[src/rtl/chess_pkg.sv]
// Shared chess encodings: square/piece widths, piece colour helpers, ray directions
// and the rook scanner state type.
package chess_pkg;

  localparam int unsigned SQ_W   = 6;
  localparam int unsigned PC_W   = 5;
  localparam int unsigned RANK_W = 3;

  localparam logic [PC_W-1:0] EMPTY     = PC_W'(0);
  localparam logic [PC_W-1:0] WHITE_MAX = PC_W'(16);

  // Orthogonal rays first; diagonals are for the bishop/queen scanners.
  typedef enum logic [2:0] {
    DIR_N, DIR_S, DIR_E, DIR_W, DIR_NE, DIR_NW, DIR_SE, DIR_SW
  } dir_t;

  typedef enum logic [3:0] {
    IDLE, SRC_RD, SRC_WT, STEP, RD, WT, CHK, EMIT, NXT_DIR, FIN
  } scan_state_t;

  function automatic logic is_white(input logic [PC_W-1:0] code);
    return (code != EMPTY) && (code <= WHITE_MAX);
  endfunction

  function automatic logic is_black(input logic [PC_W-1:0] code);
    return code > WHITE_MAX;
  endfunction

endpackage

[src/rtl/sq_step.sv]
// One-square step along a ray; flags moves that would leave the board instead of
// wrapping across a file or rank edge.
module sq_step
  import chess_pkg::*;
(
  input  logic [SQ_W-1:0] sq,
  input  dir_t            dir,
  output logic [SQ_W-1:0] next_sq,
  output logic            off_board
);

  logic [RANK_W-1:0] rank;
  logic [RANK_W-1:0] file;
  logic [RANK_W-1:0] next_rank;
  logic [RANK_W-1:0] next_file;
  logic              up;
  logic              dn;
  logic              rt;
  logic              lf;

  always_comb begin
    rank = sq[SQ_W-1 -: RANK_W];
    file = sq[RANK_W-1:0];
    up   = 1'b0;
    dn   = 1'b0;
    rt   = 1'b0;
    lf   = 1'b0;
    case (dir)
      DIR_N:   up = 1'b1;
      DIR_S:   dn = 1'b1;
      DIR_E:   rt = 1'b1;
      DIR_W:   lf = 1'b1;
      DIR_NE:  begin up = 1'b1; rt = 1'b1; end
      DIR_NW:  begin up = 1'b1; lf = 1'b1; end
      DIR_SE:  begin dn = 1'b1; rt = 1'b1; end
      DIR_SW:  begin dn = 1'b1; lf = 1'b1; end
      default: up = 1'b0;
    endcase

    off_board = (up && (rank == RANK_W'(7))) || (dn && (rank == RANK_W'(0))) ||
                (rt && (file == RANK_W'(7))) || (lf && (file == RANK_W'(0)));

    next_rank = up ? rank + RANK_W'(1) : (dn ? rank - RANK_W'(1) : rank);
    next_file = rt ? file + RANK_W'(1) : (lf ? file - RANK_W'(1) : file);
    next_sq   = {next_rank, next_file};
  end

endmodule

[src/rtl/rook_move_scanner.sv]
// Walks the four orthogonal rays from a source square through the board RAM read
// port and streams each pseudo-legal destination to the move checker.
module rook_move_scanner
  import chess_pkg::*;
#(
  parameter int unsigned RD_LAT = 1
) (
  input  logic            clk,
  input  logic            reset,
  input  logic            start,
  input  logic [SQ_W-1:0] src_sq,
  input  logic            side,
  output logic            busy,
  output logic            ram_en,
  output logic [SQ_W-1:0] ram_addr,
  input  logic [PC_W-1:0] ram_rdata,
  output logic            mv_valid,
  input  logic            mv_ready,
  output logic [SQ_W-1:0] mv_dst,
  output logic            mv_capture,
  output logic            done,
  output logic            err,
  output logic [3:0]      move_count
);

  localparam int unsigned WAIT_W = 2;
  localparam int unsigned CNT_W  = 4;

  scan_state_t       state, state_d;
  logic [SQ_W-1:0]   src_q, src_d;
  logic              side_q, side_d;
  dir_t              dir_q, dir_d;
  logic [SQ_W-1:0]   cur_q, cur_d;
  logic [WAIT_W-1:0] wait_q, wait_d;
  logic [SQ_W-1:0]   ram_addr_d;
  logic [SQ_W-1:0]   mv_dst_d;
  logic              mv_cap_d;
  logic              err_d;
  logic [CNT_W-1:0]  cnt_d;
  logic [SQ_W-1:0]   step_next;
  logic              step_off;
  logic              own_pc;
  logic              empty_pc;

  sq_step u_step (
    .sq        (cur_q),
    .dir       (dir_q),
    .next_sq   (step_next),
    .off_board (step_off)
  );

  always_comb begin
    empty_pc = (ram_rdata == EMPTY);
    own_pc   = side_q ? is_black(ram_rdata) : is_white(ram_rdata);
  end

  // Next-state and next-output logic; outputs are registered from these values.
  always_comb begin
    state_d    = state;
    src_d      = src_q;
    side_d     = side_q;
    dir_d      = dir_q;
    cur_d      = cur_q;
    wait_d     = wait_q;
    ram_addr_d = ram_addr;
    mv_dst_d   = mv_dst;
    mv_cap_d   = mv_capture;
    err_d      = 1'b0;
    cnt_d      = move_count;

    case (state)
      IDLE: begin
        if (start) begin
          src_d      = src_sq;
          side_d     = side;
          cnt_d      = CNT_W'(0);
          ram_addr_d = src_sq;
          state_d    = SRC_RD;
        end
      end
      SRC_RD: begin
        wait_d  = WAIT_W'(RD_LAT - 1);
        state_d = SRC_WT;
      end
      SRC_WT: begin
        if (wait_q != WAIT_W'(0)) begin
          wait_d = wait_q - WAIT_W'(1);
        end else if (own_pc) begin
          dir_d   = DIR_N;
          cur_d   = src_q;
          state_d = STEP;
        end else begin
          err_d   = 1'b1;
          state_d = FIN;
        end
      end
      STEP: begin
        if (step_off) begin
          state_d = NXT_DIR;
        end else begin
          cur_d      = step_next;
          ram_addr_d = step_next;
          state_d    = RD;
        end
      end
      RD: begin
        if (RD_LAT > 1) begin
          wait_d  = WAIT_W'((RD_LAT > 1) ? RD_LAT - 2 : 0);
          state_d = WT;
        end else begin
          state_d = CHK;
        end
      end
      WT: begin
        if (wait_q != WAIT_W'(0)) begin
          wait_d = wait_q - WAIT_W'(1);
        end else begin
          state_d = CHK;
        end
      end
      CHK: begin
        if (empty_pc) begin
          mv_dst_d = cur_q;
          mv_cap_d = 1'b0;
          state_d  = EMIT;
        end else if (own_pc) begin
          state_d = NXT_DIR;
        end else begin
          mv_dst_d = cur_q;
          mv_cap_d = 1'b1;
          state_d  = EMIT;
        end
      end
      EMIT: begin
        // A capture ends the ray; a quiet move continues along it.
        if (mv_ready) begin
          cnt_d   = move_count + CNT_W'(1);
          state_d = mv_capture ? NXT_DIR : STEP;
        end
      end
      NXT_DIR: begin
        if (dir_q == DIR_W) begin
          state_d = FIN;
        end else begin
          dir_d   = dir_t'(3'(dir_q) + 3'd1);
          cur_d   = src_q;
          state_d = STEP;
        end
      end
      FIN:     state_d = IDLE;
      default: state_d = IDLE;
    endcase
  end

  always_ff @(posedge clk) begin
    if (reset) begin
      state      <= IDLE;
      src_q      <= '0;
      side_q     <= 1'b0;
      dir_q      <= DIR_N;
      cur_q      <= '0;
      wait_q     <= '0;
      busy       <= 1'b0;
      ram_en     <= 1'b0;
      ram_addr   <= '0;
      mv_valid   <= 1'b0;
      mv_dst     <= '0;
      mv_capture <= 1'b0;
      done       <= 1'b0;
      err        <= 1'b0;
      move_count <= '0;
    end else begin
      state      <= state_d;
      src_q      <= src_d;
      side_q     <= side_d;
      dir_q      <= dir_d;
      cur_q      <= cur_d;
      wait_q     <= wait_d;
      busy       <= (state_d != IDLE) && (state_d != FIN);
      ram_en     <= (state_d == SRC_RD) || (state_d == RD);
      ram_addr   <= ram_addr_d;
      mv_valid   <= (state_d == EMIT);
      mv_dst     <= mv_dst_d;
      mv_capture <= mv_cap_d;
      done       <= (state_d == FIN);
      err        <= err_d;
      move_count <= cnt_d;
    end
  end

endmodule

[config.mk]
export PLATFORM = sky130hd
export DESIGN_NAME = rook_move_scanner
export DESIGN_NICKNAME = d
export VERILOG_FILES = /design/src/rtl/chess_pkg.sv /design/src/rtl/sq_step.sv /design/src/rtl/rook_move_scanner.sv
export SDC_FILE = /design/constraint.sdc
export NUM_CORES = 1
export LEC_CHECK = 0
export BUFFER_PORTS_ARGS = -buffer_cell sky130_fd_sc_hd__buf_2
export CORE_MARGIN = 1
export CORE_UTILIZATION = 53
export CTS_BUF_LIST = sky130_fd_sc_hd__clkbuf_8
export CTS_CLUSTER_DIAMETER = 30
export DETAILED_ROUTE_END_ITERATION = 7
export PLACE_DENSITY = 0.78
export SLEW_MARGIN = 5
export SYNTH_ARGS = -nofsm -noshare
export SYNTH_HDL_FRONTEND = slang
export SYNTH_SLANG_ARGS = --single-unit
[constraint.sdc]
create_clock -name clk -period 2.45 [get_ports clk]
set_input_delay 0.3675 -clock clk [delete_from_list [all_inputs] [get_ports clk]]
set_output_delay 0.3675 -clock clk [all_outputs]
set_load 0.01 [all_outputs]
==> results.json <==
{
  "path_clk_slew_ns": 0.08,
  "syn2layout_area_growth_pct": 13.36,
  "grt_pass1_vias": 1997,
  "clockBufferDepth": 2,
  "cts_tree": "done",
  "hold_slack_ns": 0.3084,
  "timing.slew.headroom_pct": 60.12,
  "cap_viol_max_count": 0,
  "die_width_um": 71.97,
  "regToRegStartpoint": "dir_q[0]",
  "chipHeight_um": 71.97,
  "worst_ep_required_time_ns": 2.62,
  "period_minus_slack_ns": 2.319,
  "initial_core_util_pct": 54.94,
  "dpl.hpwl_mm": 4.321,
  "vias": 2323,
  "holdPathEnd": "side_q",
  "cpMaxStageDelayCell": "or4_1",
  "finalCritPeriodShare_pct": 94.65,
  "criticalPathCategory": "in -> reg",
  "postRouteAntennaNets": 0,
  "synthesis.area_um2": 2595,
  "diodes": 0,
  "setup_viol": 0,
  "gp_congestion": 0.8628,
  "track_usage_pct": 23.70,
  "num-fill-cells": 421,
  "vias_per_cell": 5.822,
  "tns_ns": 0,
  "crit_buf_inv": 1,
  "port_buffers": 37,
  "firstDrtPassIters": 5,
  "nets": 367,
  "p_leak_nw": 1.224,
  "crit_fanout": 6,
  "grt_overflow": 0,
  "r2r_end": "ram_addr[4]",
  "first_iter_violations": 112,
  "layout_commonest_cell": "dfxtp_1",
  "fmax_ghz": 0.4312,
  "antenna_found_initial": 0,
  "startpoint_type": "primary input",
  "r2r_cells": 7,
  "worstMarginPinSlew_ns": 0.5983,
  "synth_seq_cells": 44,
  "insertion_delay_ns": 0.30,
  "hp-class": "in -> reg",
  "worstHoldPathCells": 3,
  "dominantRegCellSynth": "dfxtp_1",
  "wl_mm": 5.870,
  "cts_root_buffer": "clkbuf_8",
  "syn_inst": 296,
  "skew_ns": 0.004492,
  "setup_slack_ns": 0.1310,
  "cp_top_family": "compound AO/OA/AOI/OAI gates",
  "wl_per_cell_um": 14.71,
  "placed_cells": 393,
  "synth-seq-area-share_pct": 33.94,
  "holdCritStartpoint": "side",
  "die_area_um2": 5180,
  "grt_max_degree": 27,
  "end_kind": "flop",
  "cts_htree_levels": 2,
  "drv_slew": 0,
  "cts.sinks": 44,
  "yosys.area.top_type_share_pct": 33.94,
  "cp_num_cells": 8,
  "cts_buffers": 5,
  "synth_edf_count": 0,
  "cp.arrival_ns": 2.49,
  "top_level_ports": 38,
  "final_cells": 399,
  "cts_resized": 0,
  "grt_pass1_wl_mm": 9.459,
  "vdd_drop_max_mv": 0.3673,
  "synth_fp_nets": 330,
  "post_cts_buffers": 0,
  "synth_async_sr_flop_share_pct": 0,
  "r2r_setup_slack_ns": 0.19,
  "rsz0062_at_grt": "no",
  "hold_buffers": 0,
  "row_count": 25,
  "path_cells": "buf_2 -> or4_1 -> ha_1 -> mux2i_1 -> o21ai_1 -> o311ai_4 -> a2111oi_1 -> a211oi_1",
  "post-place-ws_ns": -0.1677,
  "drc": 0,
  "cpPeakStageDelay_ns": 0.54,
  "status": "finished clean",
  "drive_gt1_share_pct": 21.39,
  "synth.distinct_cells": 59,
  "synth_area_leaders": "dfxtp_1 (34%), ha_1 (8.7%), a21oi_1 (4.8%)",
  "power.density_nw_per_um2": 677.5,
  "yosysWarnings": 0,
  "synth_top_cell_by_area": "dfxtp_1",
  "hold_viol_final": 0,
  "avgSynthCellArea_um2": 8.767,
  "design.core.area_um2": 4723,
  "final_cell_mix": "dfxtp_1 (44), buf_2 (37), nor2_1 (31)"
}
[synth_stat cells (2+ instances only)]
cell and instances:
a21o_1 2, a211oi_1 8, nor2b_1 4, a221oi_1 3, a32o_1 2, o21ai_1 4
and2_1 4, o21ai_0 6, a31oi_1 3, a2111oi_1 4, nand3_1 4, o211ai_1 3
nand2_2 3, clkbuf_1 8, o31ai_1 2, a21boi_0 2, o21a_1 3, xor2_1 3
nor2_1 31, nand2_1 23, mux2_4 2, nand4_1 4, mux2i_1 9, a21oi_1 25
ha_1 18, nor3_1 13, a22oi_1 7, xnor2_1 2, buf_2 3, buf_6 3
or4bb_1 2, dfxtp_1 44, inv_1 16
[registers in the layout, indices dropped and copies added, names as in the netlist]
signal / flops
state: 4
ram_addr: 6
done: 1
move_count: 4
side_q: 1
wait_q: 2
mv_dst: 6
err: 1
ram_en: 1
dir_q: 3
busy: 1
cur_q: 6
mv_capture: 1
src_q: 6
mv_valid: 1
[per-stage QoR]
step,utilization [%],power [mW],cell area [um^2]
final,62.28,1.993,2942
after global routing,62.28,2.099,2942
after CTS,62.17,2.001,2937
after detailed placement,60.08,1.464,2838
after global placement,60.08,1.446,2838
after floorplan,-,1.311,2595
[worst register-to-register path, stage by stage, from the launching register on]
cell      delay (ns)
dfxtp_1         0.36
ha_1            0.29
ha_1            0.31
inv_1           0.20
a21boi_1        0.15
nor4_4          0.42
nor2_1          0.14
a32o_1          0.28
[where the power goes]
part | switching (mW) | total [mW] | internal, mW
Sequential | 0.0684 | 0.865 | 0.796
Clock | 0.238 | 0.531 | 0.293
Combinational | 0.343 | 0.597 | 0.254
[routing by layer]
metal / part of all wire [%] / routed length [um] / global-route usage (%) / up-vias
met3: 4.3 / 251 / 5.417 / 9
met2: 46 / 2674 / 37.32 / 53
met1: 49 / 2866 / 32.26 / 1106
met4: 1.3 / 77 / 7.843 / 0
met5: 0 / 0 / 0 / -
li1: - / - / - / 1155
[area by class of cell]
type / instances / area [um^2] / share of cell area [%]
multi-input combinational: 222 / 1580 / 53.72
sequential: 44 / 880.8 / 29.94
timing repair buffer: 44 / 237.7 / 8.082
clock inverter: 1 / 30.03 / 1.021
inverter: 16 / 60.06 / 2.042
tap: 67 / 83.83 / 2.850
clock buffer: 5 / 68.82 / 2.339
[logic make-up after synthesis]
family / after synthesis / synth area share, %
muxes: 12 / 5.497
xor gates and xnor gates: 5 / 1.688
and+or+nand+nor: 100 / 20.44
buffers and inverters: 30 / 5.352
AOI/OAI and AO/OA: 87 / 24.40
adders and majority gates: 18 / 8.679
DFF: 44 / 33.94
[worst max-delay path by stage]
| stage | slack [ns] | endpoint | start |
|---|---|---|---|
| 6_report | 0.13 | cur_q[1] | ram_rdata[1] |
| 5_1_grt | 0.02 | cur_q[2] | dir_q[0] |
| 3_3_place_gp | -0.05 | cur_q[0] | ram_rdata[1] |
| 4_1_cts | 0.14 | cur_q[1] | ram_rdata[1] |
| 3_5_place_dp | -0.17 | cur_q[1] | ram_rdata[1] |
| 2_1_floorplan | 0.14 | cur_q[0] | ram_rdata[1] |
Power figures use the tool's default switching activity.
